$ cat src/rtl/router_output_arbiter.sv
// ============================================================================
//  Module   : router_output_arbiter
//  Function : round-robin, packet-locked sharing of one output link among
//             NUM_PORTS input queues. Optional idle-owner timeout is enabled
//             by defining ROUTER_ARB_TIMEOUT_EN.
//  Revision : 1.0 - initial release
// ============================================================================
`default_nettype none

module router_output_arbiter #(
  parameter int NUM_PORTS      = 4,
  parameter int FLIT_WIDTH     = 64,
  parameter int TIMEOUT_CYCLES = 16
) (
  input  logic                            clk,
  input  logic                            rst_n,
  input  logic [NUM_PORTS-1:0]            in_valid,
  input  logic [NUM_PORTS*FLIT_WIDTH-1:0] in_flit,
  input  logic [NUM_PORTS-1:0]            in_last,
  output logic [NUM_PORTS-1:0]            in_ready,
  output logic                            out_valid,
  output logic [FLIT_WIDTH-1:0]           out_flit,
  output logic                            out_last,
  input  logic                            out_ready,
  output logic [$clog2(NUM_PORTS)-1:0]    out_src,
  output logic                            busy,
  output logic                            err_timeout
);

  localparam int c_PW = $clog2(NUM_PORTS);

  typedef enum logic [0:0] {
    S_IDLE   = 1'b0,
    S_LOCKED = 1'b1
  } state_t;

  state_t                r_state;
  logic [c_PW-1:0]       r_ptr;
  logic [c_PW-1:0]       r_owner;

  logic                  w_found;
  logic [c_PW-1:0]       w_winner;
  logic [c_PW-1:0]       w_next_ptr;
  logic [NUM_PORTS-1:0]  w_owner_onehot;
  logic [FLIT_WIDTH-1:0] w_owner_flit;
  logic                  w_owner_valid;
  logic                  w_owner_last;
  logic                  w_locked;
  logic                  w_xfer;

  // (base + off) mod NUM_PORTS without a divider; off is always < NUM_PORTS
  function automatic logic [c_PW-1:0] f_wrap(input logic [c_PW-1:0] base,
                                             input int unsigned     off);
    logic [c_PW:0] sum;
    sum = {1'b0, base} + (c_PW+1)'(off);
    if (sum >= (c_PW+1)'(NUM_PORTS)) begin
      sum = sum - (c_PW+1)'(NUM_PORTS);
    end
    return sum[c_PW-1:0];
  endfunction

  always_comb begin
    w_found  = 1'b0;
    w_winner = '0;
    for (int k = 0; k < NUM_PORTS; k++) begin
      if (!w_found && in_valid[f_wrap(r_ptr, k)]) begin
        w_found  = 1'b1;
        w_winner = f_wrap(r_ptr, k);
      end
    end
  end

  always_comb begin
    w_owner_onehot = '0;
    w_owner_flit   = '0;
    for (int i = 0; i < NUM_PORTS; i++) begin
      if (r_owner == c_PW'(i)) begin
        w_owner_onehot[i] = 1'b1;
        w_owner_flit      = in_flit[i*FLIT_WIDTH +: FLIT_WIDTH];
      end
    end
  end

  assign w_owner_valid = |(in_valid & w_owner_onehot);
  assign w_owner_last  = |(in_last & w_owner_onehot);
  assign w_locked      = (r_state == S_LOCKED);
  assign w_next_ptr    = f_wrap(r_owner, 1);

  // The link is a pure pass-through of the owner while locked; zero otherwise
  assign out_valid = w_locked & w_owner_valid;
  assign out_last  = w_locked & w_owner_last;
  assign out_flit  = w_locked ? w_owner_flit : '0;
  assign in_ready  = (w_locked & out_ready) ? w_owner_onehot : '0;
  assign out_src   = r_owner;
  assign busy      = w_locked;
  assign w_xfer    = out_valid & out_ready;

`ifdef ROUTER_ARB_TIMEOUT_EN
  localparam int c_CW = $clog2(TIMEOUT_CYCLES + 1);
  logic [c_CW-1:0] r_cnt;
  logic            r_err;
  assign err_timeout = r_err;
`else
  logic w_unused_cfg;
  assign w_unused_cfg = (TIMEOUT_CYCLES > 0);
  assign err_timeout  = 1'b0;
`endif

  always_ff @(posedge clk) begin
    if (!rst_n) begin
      r_state <= S_IDLE;
      r_ptr   <= '0;
      r_owner <= '0;
`ifdef ROUTER_ARB_TIMEOUT_EN
      r_cnt   <= '0;
      r_err   <= 1'b0;
`endif
    end else begin
`ifdef ROUTER_ARB_TIMEOUT_EN
      r_err <= 1'b0;
`endif
      case (r_state)
        S_IDLE: begin
          if (w_found) begin
            r_owner <= w_winner;
            r_state <= S_LOCKED;
`ifdef ROUTER_ARB_TIMEOUT_EN
            r_cnt   <= '0;
`endif
          end
        end
        S_LOCKED: begin
          if (w_xfer && out_last) begin
            r_state <= S_IDLE;
            r_ptr   <= w_next_ptr;
          end
`ifdef ROUTER_ARB_TIMEOUT_EN
          else if (w_owner_valid) begin
            r_cnt <= '0;
          end else if (r_cnt == c_CW'(TIMEOUT_CYCLES - 1)) begin
            // this silent cycle is the TIMEOUT_CYCLES-th: release the link
            r_state <= S_IDLE;
            r_ptr   <= w_next_ptr;
            r_err   <= 1'b1;
            r_cnt   <= '0;
          end else begin
            r_cnt <= r_cnt + c_CW'(1);
          end
`endif
        end
        default: r_state <= S_IDLE;
      endcase
    end
  end

endmodule

`default_nettype wire

$ cat config.mk
export PLATFORM = sky130hd
export DESIGN_NAME = router_output_arbiter
export DESIGN_NICKNAME = d
export VERILOG_FILES = /design/src/rtl/router_output_arbiter.sv
export SDC_FILE = /design/constraint.sdc
export NUM_CORES = 1
export LEC_CHECK = 0
export BUFFER_PORTS_ARGS = -buffer_cell sky130_fd_sc_hd__buf_2
export CAP_MARGIN = 10
export CORE_AREA = 2 2 134 136
export CTS_BUF_LIST = sky130_fd_sc_hd__clkbuf_8
export DETAILED_ROUTE_END_ITERATION = 12
export DIE_AREA = 0 0 136 138
export REMOVE_ABC_BUFFERS = 1
export SLEW_MARGIN = 20
export SYNTH_ARGS = -nofsm -noshare
export SYNTH_HDL_FRONTEND = slang
export SYNTH_SLANG_ARGS = --single-unit
$ cat constraint.sdc
create_clock -name clk -period 3.1 [get_ports clk]
set_clock_uncertainty 0.2 [all_clocks]
set_input_delay 0.31 -clock clk [delete_from_list [all_inputs] [get_ports clk]]
set_output_delay 0.31 -clock clk [all_outputs]
set_load 0.02 [all_outputs]
After elaboration in Yosys (flattened, before gate mapping)
Index checks and enable logic that the tools add are counted.

storage, ports and cells
  input bits = 267
  register bits after elaboration = 5
  logic and storage cells = 77
  output and inout bits = 74

operators by class
  bitwise gates (word level) = 7
  equality and inequality tests = 3
  mux-type cells = 34
  reductions and logical operators = 12
  add/subtract/negate cells = 9
  magnitude comparators = 9

operators by type and width
  kind                   count
  $mux W64               5
  $mux W2                9
  $mux W1                14
  $ge A3 B3 Y1 const B   4
  $lt A2 B3 Y1 const B   4
  $sub A2 B1 Y2 const B  5
  $and A4 B4 Y4          2
  $bmux W1 S2            4
  $reduce_or A4 Y1       2
  $add A2 B1 Y3 const B  2
  $add A2 B2 Y3 const B  2
  $and A1 B1 Y1          4
  $eq A2 B2 Y1 const B   2
  $logic_and A1 B1 Y1    4
  $mux W4                1
  $reduce_and A2 Y1      2
  $ge A2 B3 Y1 const B   1
  $logic_not A1 Y1       3
  $eq A2 B1 Y1 const B   1
  $logic_not A2 Y1       1
  $pmux W1 S2            1
  $not A1 Y1             1

Longest topological paths before layout
  depth after elaboration = 16
  mapped depth = 9
  gate-level depth less buffers = 6

Least setup slack after synthesis
Ideal clock, no wire load.

  kind = register to output
  start = register r_owner[1], in the netlist out_src[1]
  end = output out_flit[62]
  path buffers = 2
  required time = 2.590 ns
  arrival time = 1.746 ns
  cell stages (with the launch flop) = 9
  path slack = 0.844 ns
  cell sequence = dfxtp_1 inv_1 ha_1 buf_4 buf_6 nand3b_1 a21oi_1 a21oi_1 o31ai_2

on the way
  longest elaborated chain between the ends = 6
  elaborated cells on any way between the ends = 9
  classes of those cells = eq/ne (3); mux (5); reduce/logical (1)

RTL lines
  item                      RTL line  RTL
  start: declaration        39        logic [c_PW-1:0] r_owner;
  start signal: assignment  125       r_owner <= w_winner;
  $logic_not A2 Y1          77        if (r_owner == c_PW'(i)) begin
  $mux W64 (3 in series)    77
  $mux W64 *                77
  $mux W64 *                92        assign out_flit = w_locked ? w_owner_flit : '0;
  end: declaration          22        output logic [FLIT_WIDTH-1:0] out_flit,

Mark *: on every way between the ends. The rest lies on a longest branch, timed or not.

Final worst setup path
  start = register r_owner[1], in the netlist out_src[1]
  end = output out_flit[5]

The elaborated chain is that of the path after synthesis.

==> results.tsv <==
stage	metric	value	unit
yosys	most area-consuming cells after synthesis	a22oi_2, a22o_1, o21ai_1, nand2_1, buf_12	
critical_path	Critical Path RT	2.59	ns
critical_path	slowest CP cell	dfxtp_1	
hold_path	type of the most critical hold path	in -> reg	
sta	fin crit share	0.904	
flow_run	Max Cap Violations	0	
status	outcome	completed	
yosys	Gate Count Post-Synth	356	
power	LEAKAGE	2.32	nW
sta	fin. max-slew vios	0	
yosys	syn avg cell area	7.54	um2
cts	CTS Sinks	5	
cts	Root Buffer	clkbuf_8	
yosys	complex-gate fraction of the synthesized area	0.662	
yosys	Main synth FF type	dfxtp_1	
yosys	post-synthesis mux area share	0.0112	
floorplanning	die area	18800	um2
cts	Resized Gates After CTS	0	
place	post-DP HPWL	11100	um
drt	Routed WL	13700	um
drt	Routed Antenna Nets	0	
drt	DR vias	4059	
yosys	mapped cell area	2680	um2
cts	clk buf depth	2	
floorplanning	Vert. Die Dim	138	um
grt	pin count of the biggest net entering global routing	55	
sta	minimum clock period	2.80	ns
floorplanning	DIE WIDTH	136	um
sta	Worst Max-Slew Pin Slew	0.597	ns
sta	hold slack final	0.202	ns
sta	setup ws final	0.299	ns
critical_path	worst path cell trace	inv_1, ha_4, nor2b_4, buf_12, a22oi_2, o21ai_1, a22o_1, buf_2	
grt	global-route wire length before repair	20100	um
yosys	EDFF count, synth	0	
cts	Post-CTS Setup Repair Bufs	0	
finish	layout cells sized above 1	0.634	
floorplanning	# IOs	341	
yosys	XOR/XNOR share of the synthesized area	0	
finish	ANT cells	0	
cts	Worst-Skew Late Latency	0.23	ns
critical_path	CP delay by family, top	buffers and inverters	
critical_path	CP peak stage delay	0.42	ns
yosys	synthesized flop and latch total	5	
yosys	YS warnings	0	
cts	H-tree depth	1	
finish	Layout Area Growth over Synthesis	69.1	%
cts	CTS tree	built	
sta	Final setup viols	0	
yosys	Netlist cell types	36	
grt	overall routing resource usage	0.132	
finish	final instance area	4540	um2
cts	clock buffer count from CTS	3	
critical_path	crit-path max FO	36	
finish	Final nets	936	
floorplanning	Core Rows	49	
critical_path	Crit Path Category	reg -> out	
sta	FMAX	0.357	GHz
grt	vias in the first global route	3944	
drt	Vias/cell	4.55	
floorplanning	core area	17500	um2
yosys	Seq/Total Area, Yosys	0.0373	
floorplanning	initial core utilization	0.153	
power	Power Density	305	nW/um2
place	post-place setup slack	0.558	ns
yosys	Post-synth ARST share	0	
yosys	biggest area consumer among synthesized cells	a22oi_2	
yosys	largest family of logic cells by synthesized area	compound AO/OA/AOI/OAI gates	
finish	Filler cells	1991	
place	gp weighted congestion	0.884	
sta	slew margin rel.	0.602	
yosys	Post-Synth Adder-Cell Area	0.0187	
drt	DR pass1 iterations	4	
place	port bufs	339	
power	VDD IR-drop max	0.169	mV
grt	grt ovf	0	
place	Area after DPL	4490	um2
drt	Remaining DRCs	0	
critical_path	CP arrival	2.29	ns
cts	register clock-pin slew on the reported worst setup and hold paths	0.04	ns
critical_path	CP Buf/Inv Count	3	
critical_path	crit start category	flip-flop	
sta	Hold Violations, Final	0	
yosys	simple-gate share of the synthesized area	0.135	
sta	RSZ-0062 raised after global routing	no	
finish	Final Core Density	0.259	
drt	routed len/inst	15.4	um
yosys	top cell type's share of synthesized area	0.280	
drt	Iteration-0 DRC Markers	211	
critical_path	Crit. End Element	output pin	
cts	cts hold-fix bufs	0	
grt	initial antenna violation count	0	
[worst reg2reg max path, delay by kind of cell, from the launching register on]
| kind | cells | cell delay [ns] |
|---|---|---|
| AO/OA/AOI/OAI | 2 | 0.42 |
| AND/OR/NAND/NOR | 1 | 0.24 |
| multiplexers | 1 | 0.18 |
| adder cells (fa/ha/maj) | 1 | 0.48 |
| flip-flops | 1 | 0.37 |
| buffers and inverters | 2 | 0.46 |
[state kept, by name, summed over array words and instances (netlist names)]
signal and flops:
busy 1, r_ptr 2, out_src 2
[cells by family after synthesis]
group | count (synthesis)
AOI/OAI and AO/OA | 209
and+or+nand+nor | 85
buffers and inverters | 49
DFF | 5
adders and majority gates | 4
muxes | 3
other | 1
[metrics by stage]
step	instances	total power, mW	setup TNS [ns]
after floorplan	311	0.784	-116.33
after global placement	889	1.25	0
after detailed placement	889	1.26	0
final	893	1.38	0
after global routing	893	1.48	0
after CTS	893	1.39	0
[cells in the mapped netlist (all sizes together) (2+ instances only)]
cell type / n
o21ai: 65
a21oi: 6
a22oi: 68
buf: 35
nand2: 72
dfxtp: 5
and3: 5
mux2i: 3
nor2: 2
o221ai: 2
a22o: 63
ha: 4
inv: 4
clkbuf: 10
[power by group]
part	switching [mW]	internal, mW
Combinational	0.669	0.503
Sequential	0.0126	0.0702
Clock	0.0400	0.0870
[final timing paths]
path	start	end	slack (ns)	cells after the start
max	out_src[1]	out_flit[5]	0.30	8
min	rst_n	busy	0.20	3
max reg2reg	out_src[0]	r_ptr[1]	0.68	7
min reg2reg	r_ptr[0]	r_ptr[0]	0.28	2
[layer usage]
layer | GRT usage | share of wire | vias up
li1 | - | - | 1996
met1 | 0.162 | 0.41 | 1842
met2 | 0.247 | 0.50 | 211
met3 | 0.0161 | 0.081 | 10
met4 | 0.0203 | 0.0068 | 0
met5 | 0 | 0 | -
[area by class of cell]
type	instances	area, um2	area share
inverter	4	15.0	0.00331
sequential	5	100	0.0221
clock buffer	3	41.3	0.00910
multi-input combinational	302	2250	0.497
tap	229	287	0.0632
clock inverter	1	5.00	0.00110
timing repair buffer	349	1830	0.404
[layout by cell type, fill, tap and decap left out, types with 2 or more instances in the layout]
cell type,n
mux2i_1,3
dfxtp_1,5
buf_4,5
a22oi_1,8
clkbuf_8,3
o21ai_1,64
inv_1,3
buf_12,5
ha_1,2
and3_1,4
o221ai_1,2
a22oi_2,60
nand2_1,72
ha_4,2
a22o_1,63
a21oi_1,6
buf_2,339
No activity file was read; power rests on OpenSTA's default activity.
